**config.mk**
```make
export PLATFORM = sky130hd
export DESIGN_NAME = controlo_torneio
export DESIGN_NICKNAME = d
export VERILOG_FILES = /design/src/rtl/controlo_torneio.sv
export SDC_FILE = /design/constraint.sdc
export NUM_CORES = 1
export LEC_CHECK = 0
export CORE_ASPECT_RATIO = 0.7
export CORE_UTILIZATION = 53
export DETAILED_ROUTE_END_ITERATION = 8
export PLACE_DENSITY = 0.91
export SLEW_MARGIN = 0
export SYNTH_ARGS = -nofsm -noshare
export SYNTH_HDL_FRONTEND = slang
export SYNTH_SLANG_ARGS = --single-unit
export TNS_END_PERCENT = 5
```
**constraint.sdc**
```tcl
create_clock -name CLK -period 4.6 [get_ports CLK]
set_input_delay 0.92 -clock CLK [delete_from_list [all_inputs] [get_ports CLK]]
set_output_delay 0.92 -clock CLK [all_outputs]
set_load 0.01 [all_outputs]
```
**src/rtl/controlo_torneio.sv**
```systemverilog
// Round sequencer: runs the six pairwise matchups through a req/done handshake,
// latches each result onto its XJ flag, then samples Vitoria. Optional macro: TORNEIO_TIMEOUT_EN.
module controlo_torneio #(
    parameter int TIMEOUT_CYCLES = 15
) (
    input  logic       CLK,
    input  logic       RST,
    input  logic       Start,
    input  logic       PairDone,
    input  logic       PairResult,
    input  logic       Vitoria,
    output logic [2:0] PairSel,
    output logic       PairReq,
    output logic       XJ1eJ2,
    output logic       XJ1eJ3,
    output logic       XJ1eJ4,
    output logic       XJ2eJ3,
    output logic       XJ2eJ4,
    output logic       XJ3eJ4,
    output logic       Busy,
    output logic       Done,
    output logic       Win,
    output logic [3:0] Rounds,
    output logic [3:0] WinCount,
    output logic       Err
);

    typedef enum logic [1:0] {IDLE, REQ, EVAL, DONE} state_t;

    state_t     state;
    logic [5:0] flags;
    logic       advance;
    logic       store_val;
    logic       time_out;

    assign XJ1eJ2 = flags[0];
    assign XJ1eJ3 = flags[1];
    assign XJ1eJ4 = flags[2];
    assign XJ2eJ3 = flags[3];
    assign XJ2eJ4 = flags[4];
    assign XJ3eJ4 = flags[5];

`ifdef TORNEIO_TIMEOUT_EN
    logic [7:0] wait_cnt;
    logic       expire;

    // A PairDone in the expiry cycle takes precedence over the timeout.
    assign expire    = !PairDone && (wait_cnt == 8'(TIMEOUT_CYCLES - 1));
    assign advance   = PairDone || expire;
    assign store_val = PairDone && PairResult;
    assign time_out  = expire;

    always_ff @(posedge CLK) begin
        if (RST || state != REQ || advance) begin
            wait_cnt <= 8'd0;
        end else begin
            wait_cnt <= wait_cnt + 8'd1;
        end
    end
`else
    logic unused_cfg;

    assign unused_cfg = ^8'(TIMEOUT_CYCLES);
    assign advance    = PairDone;
    assign store_val  = PairResult;
    assign time_out   = 1'b0;
`endif

    always_ff @(posedge CLK) begin
        if (RST) begin
            state    <= IDLE;
            PairSel  <= 3'd0;
            flags    <= 6'd0;
            PairReq  <= 1'b0;
            Busy     <= 1'b0;
            Done     <= 1'b0;
            Win      <= 1'b0;
            Err      <= 1'b0;
            Rounds   <= 4'd0;
            WinCount <= 4'd0;
        end else begin
            case (state)
                IDLE: begin
                    if (Start) begin
                        flags   <= 6'd0;
                        Err     <= 1'b0;
                        PairSel <= 3'd0;
                        PairReq <= 1'b1;
                        Busy    <= 1'b1;
                        state   <= REQ;
                    end
                end
                REQ: begin
                    if (advance) begin
                        for (int i = 0; i < 6; i++) begin
                            if (PairSel == 3'(i)) flags[i] <= store_val;
                        end
                        if (time_out) Err <= 1'b1;
                        if (PairSel == 3'd5) begin
                            PairReq <= 1'b0;
                            state   <= EVAL;
                        end else begin
                            PairSel <= PairSel + 3'd1;
                        end
                    end
                end
                EVAL: begin
                    Win <= Vitoria;
                    if (Rounds != 4'd15) Rounds <= Rounds + 4'd1;
                    if (Vitoria && WinCount != 4'd15) WinCount <= WinCount + 4'd1;
                    Done  <= 1'b1;
                    state <= DONE;
                end
                DONE: begin
                    Done  <= 1'b0;
                    Busy  <= 1'b0;
                    state <= IDLE;
                end
                default: state <= IDLE;
            endcase
        end
    end

endmodule

```
==> metrics, run 1 <==
xor-xnor portion of the synthesized cell area=0%; simple-gate portion of the synthesized area=between 20% and 30%; TritonCTS Buffers=3; Worst-path clk slew=between 100 and 150 ps; largest family of logic cells by synthesized area=simple AND/OR/NAND/NOR gates; leakage=slightly below 0.6 nW; YS warnings=0; Layout Skew=3.739 ps; EDFF count, synth=0; area delta synth->final=21.11%; Yosys top cell area share=roughly 36%; CP Capture Type=flop; Seq cells post-synth=23; internal power=between 0.3 and 0.4 mW; Die ar.=around 2600 sq um; Fmax=roughly 410 MHz; worst setup path endpoint=PairSel[1]; Slew Limit Fails=0; DIE WIDTH=60.74 microns; largest net degree at the start of global routing=32; CP Data Required Time=approximately 5000 ps; routed vias/inst=approximately 5.6; latest clock arrival within the worst-skew pair=~320 ps; Syn Std Cell Area=~1300 sq um; Crit Path Max Fanout=31; most frequent cell after synthesis=dfxtp_1; sequential element share of the synthesized area=around 36%; filler instances=190; CP startpoint=RST; Sink Count=23; complex-gate fraction of the synthesized area=between 10% and 20%; minimum clock period=roughly 2500 ps; number of antenna diodes=0; post-cts resize count=0; Layout Cells excl Fill=roughly 190; DR WL/cell=13.83 microns; Final Net Count=roughly 180; Setup violations, final=0; buffers added on ports=26; Critical Path Source Type=primary input; starting density of the core=between 50 and 60%; Switching Fraction=36.95%; H-tree levels=1; drt drc=0; Switching Power=0.2284 mW; final hold vios=0; first-pass GRT wire length=4257 microns; Synth Instances=roughly 140; setup TNS=0 ps; final setup margin=2147 ps; commonest cells in the netlist=dfxtp_1 (23), ha_1 (12), inv_1 (9); R2R depth=5; Placement Setup Slack=about 1800 ps; CP Class=in2reg; Worst Path Arrival=approximately 2700 ps; core area=2207 sq um; syn_nets=around 160; r2r setup slk=between 2000 and 3000 ps; Comb power frac=a little over two fifths; overall power=0.6181 mW; max_cap viols=0; ys flop type=dfxtp_1; RSZ-0062 raised after global routing=no; PD cells=398.7 nW/um^2; hold-fix buffers at CTS=0; outcome=complete, no violations; mux cell area share after synthesis=6.061%; Synth async-reset ratio=0%; Longest Clk Path Bufs=2; antenna viol nets, final=0; worst r2r dst=WinCount[0]; DR vias=~1100; CTS tree=built; cell taking the most area after synthesis=dfxtp_1; syn_area_per_cell=between 9 and 10 sq um; layout cell share with drive strength beyond 1=between 6 and 7%; Std-Cell Rows=14; Placed Cells=roughly 190; grt total ovfl=0; Area contributors post-synth=dfxtp_1 (36%), ha_1 (12%), o2bb2ai_1 (4.1%), nand2b_1 (3.4%), mux2i_1 (3.1%); Max VDD drop=around 340 uV; Flop pwr share=41.0%; gr usage total=about 23%; vias in the first global route=918; Slew HR=a little over a third; hold crit path type=reg2reg; reg2reg start=state[0]; count of cell types in the netlist=39; dpl hpwl=between 2000 and 2500 microns; # Post-CTS Setup Buffers=0; Worst Max-Slew Pin Slew=954.7 ps; antenna violations before repair=0; initial drt markers=68; total wire length=about 2700 microns; 1st-pass router iterations=4; CTS root buffer=clkbuf_4; GP Congestion=roughly 0.8; Die Ht=about 43 microns; clock group share of total power=~16%; final worst-path cycle share=roughly 53%; Ports=28; Post-Synth Adder-Cell Area=between 10% and 20%
sequential cells by signal (all words and copies together), names as in the netlist:
| name | cells |
|---|---|
| Busy | 1 |
| Rounds | 4 |
| PairReq | 1 |
| state | 2 |
| PairSel | 3 |
| flags | 6 |
| Win | 1 |
| WinCount | 4 |
| Done | 1 |
worst max-delay path, stage by stage:
cell and delay (ps):
clkdlybuf4s50_1 900, and2b_2 470, nand4_1 200, o2bb2ai_1 210
through the flow:
step | hold slack (ps) | cell area [sq um] | utilization (%)
floorplan | 480.5 | 1280 | -
global placement | 448.4 | 1523 | 68.99
detailed placement | 464.1 | 1523 | 68.99
CTS | 492.7 | 1550 | 70.24
global route | 500.6 | 1550 | 70.24
finish | 489.1 | 1550 | 70.24
final cells by class:
cell class	count	area, sq um	area share [%]
clock buffers	3	22.52	1.453
well taps	32	40.04	2.583
inverters	9	33.78	2.179
repair buffers	26	260.3	16.79
multi-input cells	98	728.2	46.97
clock inverters	1	5.005	0.3228
flip-flops and latches	23	460.4	29.70
routing by layer:
layer	track usage, %	routed length, microns	vias up
li1	-	-	537
met1	30.34	1241	494
met2	34.07	1248	34
met3	6.402	120	6
met4	9.545	44	0
met5	0	0	-
worst min path at each step:
stage	cells after the start	startpoint	to
floorplan	2	Win	Win
global placement	2	Win	Win
detailed placement	1	flags[5]	flags[5]
CTS	1	flags[5]	flags[5]
global route	1	flags[5]	flags[5]
finish	1	flags[5]	flags[5]
cell usage in the layout (no fill, tap or decap), types with 4 or more instances in the layout:
master / n
a21oi_1: 6
clkdlybuf4s50_1: 26
dfxtp_1: 23
ha_1: 12
inv_1: 9
mux2i_1: 4
nand2_1: 7
nand2b_1: 7
nand3_1: 4
nor2_1: 5
nor3_1: 5
o22ai_1: 4
o2bb2ai_1: 6
power groups by stage:
stage	Combinational, mW	Sequential (mW)	Clock, mW
5_1_grt	0.293	0.258	0.108
4_1_cts	0.268	0.253	0.0986
2_1_floorplan	0.184	0.263	0
6_report	0.269	0.253	0.0959
3_5_place_dp	0.268	0.258	0
3_3_place_gp	0.255	0.255	0
kinds of logic (layout without fill, tap and decap cells):
| group | Yosys count | count (layout) |
|---|---|---|
| adders and majority gates | 12 | 12 |
| AOI/OAI and AO/OA | 33 | 33 |
| and+or+nand+nor | 45 | 45 |
| other | 1 | 1 |
| muxes | 7 | 7 |
| DFF | 23 | 23 |
| buffers and inverters | 17 | 39 |
Power figures use the tool's default switching activity.
==> inputs of run 2 (changes only) <==
--- a/config.mk
+++ b/config.mk
@@ -6,9 +6,9 @@
 export NUM_CORES = 1
 export LEC_CHECK = 0
 export CORE_ASPECT_RATIO = 0.7
-export CORE_UTILIZATION = 53
+export CORE_UTILIZATION = 49
 export DETAILED_ROUTE_END_ITERATION = 8
-export PLACE_DENSITY = 0.91
+export PLACE_DENSITY = 0.86
 export SLEW_MARGIN = 0
 export SYNTH_ARGS = -nofsm -noshare
 export SYNTH_HDL_FRONTEND = slang
==> constraint.sdc (replaced) <==
create_clock -name CLK -period 2.5 [get_ports CLK]
set_input_delay 0.5 -clock CLK [delete_from_list [all_inputs] [get_ports CLK]]
set_output_delay 0.5 -clock CLK [all_outputs]
set_load 0.01 [all_outputs]
==> run 2 against run 1 <==
- final area rose by 1.9%
- clock-buffer cell count did not move
- register-to-register slack got worse by 2100 ps
- total power rose by 92%
- final cell count rose by 1.6%
- flip-flop and latch count did not move
- non-clock buffer count rose by 1
- largest cell class unchanged
==> metrics, run 2 (synthesized netlist as in run 1, its figures left out) <==
outcome=complete, no violations; Sink Count=23 (unchanged); Slew Limit Fails=0 (unchanged); CP bufs+invs=1 (unchanged); total wire length=2605 microns (-1.9%); Ports=28 (unchanged); final worst-path cycle share=roughly three quarters; CTS tree=built; vias in the first global route=981 (+6.9%); latest clock arrival within the worst-skew pair=270 ps (-50 ps); area delta synth->final=23.36%; Die Ht=44.76 microns (+3.8%); largest net degree at the start of global routing=20 (-38%); buffers added on ports=26 (unchanged); PD cells=752.3 nW/um^2 (+89%); Worst Path Arrival=1360 ps (-1350 ps); layout cell share with drive strength beyond 1=6.832% (+0.58 points); H-tree levels=1 (unchanged); Max VDD drop=526.1 uV (+54%); final hold vios=0 (unchanged); slowest CP cell=clkdlybuf4s50_1; Die ar.=2824 sq um (+7.8%); CP Class=reg2out; Worst-path clk slew=80 ps (-40 ps); 1st-pass router iterations=4 (unchanged); Switching Fraction=35.33% (-1.6 points); internal power=0.7682 mW (+97%); antenna viol nets, final=0 (unchanged); routed vias/inst=5.574 (about the same); number of antenna diodes=0 (unchanged); post-cts resize count=0 (unchanged); Flop pwr share=39.5% (-1.5 points); CP Data Required Time=2000 ps (-2860 ps); core area=2459 sq um (+11%); max_cap viols=0 (unchanged); Std-Cell Rows=15 (+1); dpl hpwl=1974 microns (-2.2%); RSZ-0062 raised after global routing=no; DIE WIDTH=63.09 microns (+3.9%); CP startpoint=PairSel[2]; DR WL/cell=13.36 microns (-3.4%); Final Net Count=180 (+0.56%); hold-fix buffers at CTS=0 (unchanged); Comb power frac=41.0% (-2.5 points); slowest stage delay, CP=600 ps (-300 ps); DR vias=1087 (+1.5%); gr usage total=19.72% (-3.0 points); grt total ovfl=0 (unchanged); minimum clock period=around 1900 ps; worst path cell trace=clkdlybuf4s50_1; CTS root buffer=clkbuf_8; Top reg by flops=flags; # Post-CTS Setup Buffers=0 (unchanged); Layout Skew=6.323 ps (+2.584 ps); CP Capture Type=output port; reg2reg start=state[0]; setup TNS=0 ps (unchanged); first-pass GRT wire length=4326 microns (+1.6%); dpl cell area=1533 sq um (+0.66%); filler instances=194 (+2.1%); Crit Path Max Fanout=11 (-65%); design area=1579 sq um (+1.9%); most frequent cells in the layout=clkdlybuf4s50_1 (26), dfxtp_1 (23), ha_1 (12); drt drc=0 (unchanged); Switching Power=0.4197 mW (+84%); hold crit path type=reg2reg; TritonCTS Buffers=3 (unchanged); Setup violations, final=0 (unchanged); Longest Clk Path Bufs=2 (unchanged); leakage=0.5968 nW (+2.2%); Critical Path Source Type=flop; antenna violations before repair=0 (unchanged); commonest non-fill, non-tap cell in the layout=clkdlybuf4s50_1; biggest regs=flags (6), Rounds (4), WinCount (4); clock group share of total power=19.5% (+4.0 points); GP Congestion=0.8354 (+4.7%); Fmax=between 500 and 600 MHz; initial drt markers=60 (-12%); hold_sp=Win; max reg flops=6 (unchanged); starting density of the core=52.06% (-5.9 points); CP delay by family, top=buffers and inverters
[run 2: cell count changes in the layout (fill, tap and decap cells not counted)]
cell      before  now
buf_4          0    1
clkbuf_8       0    3
clkbuf_4       3    0
[run 2: final cells by class]
cell class,count,area (sq um),share of cell area [%]
tap,34,42.54,2.694
clock buffer,3,41.29,2.615
inverter,9,33.78,2.139
clock inverter,1,5.005,0.3170
multi-input combinational,98,728.2,46.12
timing repair buffer,27,267.8,16.96
sequential,23,460.4,29.16
[run 2: layer usage]
| metal | vias up | track usage (%) | routed length [microns] |
|---|---|---|---|
| met2 | 44 | 32.69 | 1125 |
| met3 | 5 | 4.798 | 149 |
| li1 | 538 | - | - |
| met1 | 500 | 26.65 | 1313 |
| met5 | - | 0 | 0 |
| met4 | 0 | 3.721 | 17 |
[run 2: final timing paths]
kind	to	cells after the start	slack, ps
hold / removal	Win	2	470
hold reg to reg	Win	2	470
setup reg to reg	WinCount[0]	5	690
setup / recovery	PairSel[2]	1	640
[run 2: power by group through the flow]
stage               Sequential [mW]  Clock, mW  Combinational (mW)
CTS                           0.470      0.238               0.487
detailed placement            0.478          0               0.486
global route                  0.478      0.255               0.539
global placement              0.470          0               0.468
finish                        0.469      0.231               0.487
floorplan                     0.483          0               0.339
[run 2: through the flow]
step                instances  worst slack [ps]  hold slack, ps  total power [mW]  util, %
floorplan                 138              1034           480.5            0.8224        -
global placement          191             577.2           454.0            0.9378    62.34
detailed placement        191             526.3           452.2            0.9632    62.34
CTS                       195             637.4           476.2             1.195    64.22
global route              195             583.1           506.1             1.272    64.22
finish                    195             643.3           473.8             1.188    64.22
==> inputs of run 3 (changes only) <==
--- a/config.mk
+++ b/config.mk
@@ -6,9 +6,9 @@
 export NUM_CORES = 1
 export LEC_CHECK = 0
 export CORE_ASPECT_RATIO = 0.7
-export CORE_UTILIZATION = 49
+export CORE_UTILIZATION = 45
 export DETAILED_ROUTE_END_ITERATION = 8
-export PLACE_DENSITY = 0.86
+export PLACE_DENSITY = 0.83
 export SLEW_MARGIN = 0
 export SYNTH_ARGS = -nofsm -noshare
 export SYNTH_HDL_FRONTEND = slang
==> constraint.sdc (replaced) <==
create_clock -name CLK -period 1.5 [get_ports CLK]
set_input_delay 0.3 -clock CLK [delete_from_list [all_inputs] [get_ports CLK]]
set_output_delay 0.3 -clock CLK [all_outputs]
set_load 0.01 [all_outputs]
==> run 3 against run 2 <==
- clock power increased by 67%
- combinational power up 110%
- flip-flop and latch count unchanged
- via count rose by 3.4%
- final area rose by 12%
- final cell count rose by 7.7%
- critical path type is now reg2reg
- critical endpoint is now PairSel[2]
==> metrics, run 3 (synthesized netlist as in run 1, its figures left out) <==
Critical Path Source Type=flop; Ports=28 (unchanged); Worst-path clk slew=90 ps (about the same); routed vias/inst=5.352 (-4.0%); max_cap viols=0 (unchanged); Sink Count=23 (unchanged); GP Congestion=0.8579 (+2.7%); Top reg by flops=flags; CTS tree=built; design area=1772 sq um (+12%); drt drc=0 (unchanged); Worst Path Arrival=1660 ps (+300 ps); biggest regs=flags (6), Rounds (4), WinCount (4); antenna viol nets, final=0 (unchanged); r2r setup slk=20 ps (-670 ps); Die Ht=46.62 microns (+4.2%); antenna violations before repair=0 (unchanged); CP Data Required Time=1680 ps (-320 ps); dpl hpwl=2203 microns (+12%); WHS Path Cells=2 (unchanged); Crit Path Max Fanout=8 (-3); CP Capture Type=flop; Final Net Count=195 (+8.3%); buffers added on ports=26 (unchanged); Longest Clk Path Bufs=2 (unchanged); Die ar.=3065 sq um (+8.5%); CTS root buffer=clkbuf_8; 1st-pass router iterations=3 (-1); CP Class=reg2reg; TritonCTS Buffers=3 (unchanged); gr usage total=20.05% (+0.34 points); final worst-path cycle share=about 98%; Layout Skew=9.067 ps (+2.745 ps); Placed Cells=206 (+7.9%); total wire length=3039 microns (+17%); CP startpoint=state[0]; worst setup path endpoint=PairSel[2]; filler instances=182 (-6.2%); vias in the first global route=1025 (+4.5%); Slew Limit Fails=0 (unchanged); R2R depth=5 (unchanged); reg2reg start=state[0]; DIE WIDTH=65.75 microns (+4.2%); final setup margin=24.87 ps (-618.4 ps); Max VDD drop=839.2 uV (+60%); PD cells=1258 nW/um^2 (+67%); Fmax=roughly 680 MHz; outcome=complete, no violations; Hold Slack=458.7 ps (-15.05 ps); overall power=2.229 mW (+88%); DR vias=1124 (+3.4%); layout cell share with drive strength beyond 1=24.43% (+18 points); H-tree levels=1 (unchanged); Std-Cell Rows=15 (unchanged); largest net degree at the start of global routing=14 (-30%); Setup violations, final=0 (unchanged); minimum clock period=1475 ps; worst r2r dst=PairSel[2]; initial drt markers=29 (-52%); setup TNS=0 ps (unchanged); latest clock arrival within the worst-skew pair=270 ps (about the same); Layout Cells excl Fill=210 (+7.7%); hold crit path type=reg2reg; final hold vios=0 (unchanged); most frequent cells in the layout=dfxtp_1 (16), buf_4 (16), clkdlybuf4s50_1 (14); Placement Setup Slack=-114.2 ps (-640.5 ps); fin util=68.91% (+4.7 points); DR WL/cell=14.47 microns (+8.3%); first-pass GRT wire length=4547 microns (+5.1%); area delta synth->final=38.42%; leakage=0.8249 nW (+38%); max reg flops=6 (unchanged); dpl cell area=1645 sq um (+7.3%); number of antenna diodes=0 (unchanged); starting density of the core=49.78% (-2.3 points); core area=2571 sq um (+4.6%); grt total ovfl=0 (unchanged)
run 3: layer usage:
metal / part of all wire [%] / vias to the layer above / wire [microns] / GRT usage, %
met5: 0 / - / 0 / 0
met4: 1.3 / 0 / 39 / 6.087
met3: 3.3 / 6 / 101 / 5.693
met2: 46 / 23 / 1411 / 33.27
met1: 49 / 528 / 1486 / 25.48
li1: - / 567 / - / -
run 3: worst min path at each step:
stage / startpoint / end / slack (ps)
after floorplan: PairResult / flags[3] / 440
after global placement: Win / Win / 440
after detailed placement: Win / Win / 450
after CTS: Win / Win / 460
after global routing: Done / Done / 490
final: Win / Win / 460
run 3: worst max-delay path, stage by stage, from the launching register on:
cell	delay, ps
dfxtp_2	360
inv_2	140
ha_4	180
mux2_4	350
o22ai_2	200
o2bb2ai_1	160
run 3: layout make-up:
cell class,count,area (sq um),share of cell area (%)
Clock buffer,3,41.29,2.331
Clock inverter,1,5.005,0.2825
Inverter,9,33.78,1.907
Tap cell,34,42.54,2.401
Timing Repair Buffer,42,391.6,22.10
Sequential cell,23,469.2,26.48
Multi-Input combinational cell,98,788.3,44.49
run 3: repair_timing:
item / in CTS / in global routing
endpoints found under the setup margin: 21 / 23
hold buffers: 0 / 0
gates resized for setup: 18 / 16
buffers inserted: 0 / 0
run 3: where the power goes:
| part | total (mW) | switching, mW | internal, mW |
|---|---|---|---|
| clock network | 0.386 | 0.201 | 0.185 |
| registers | 0.798 | 0.0899 | 0.708 |
| logic | 1.04 | 0.501 | 0.544 |
| total | 2.23 | 0.792 | 1.44 |
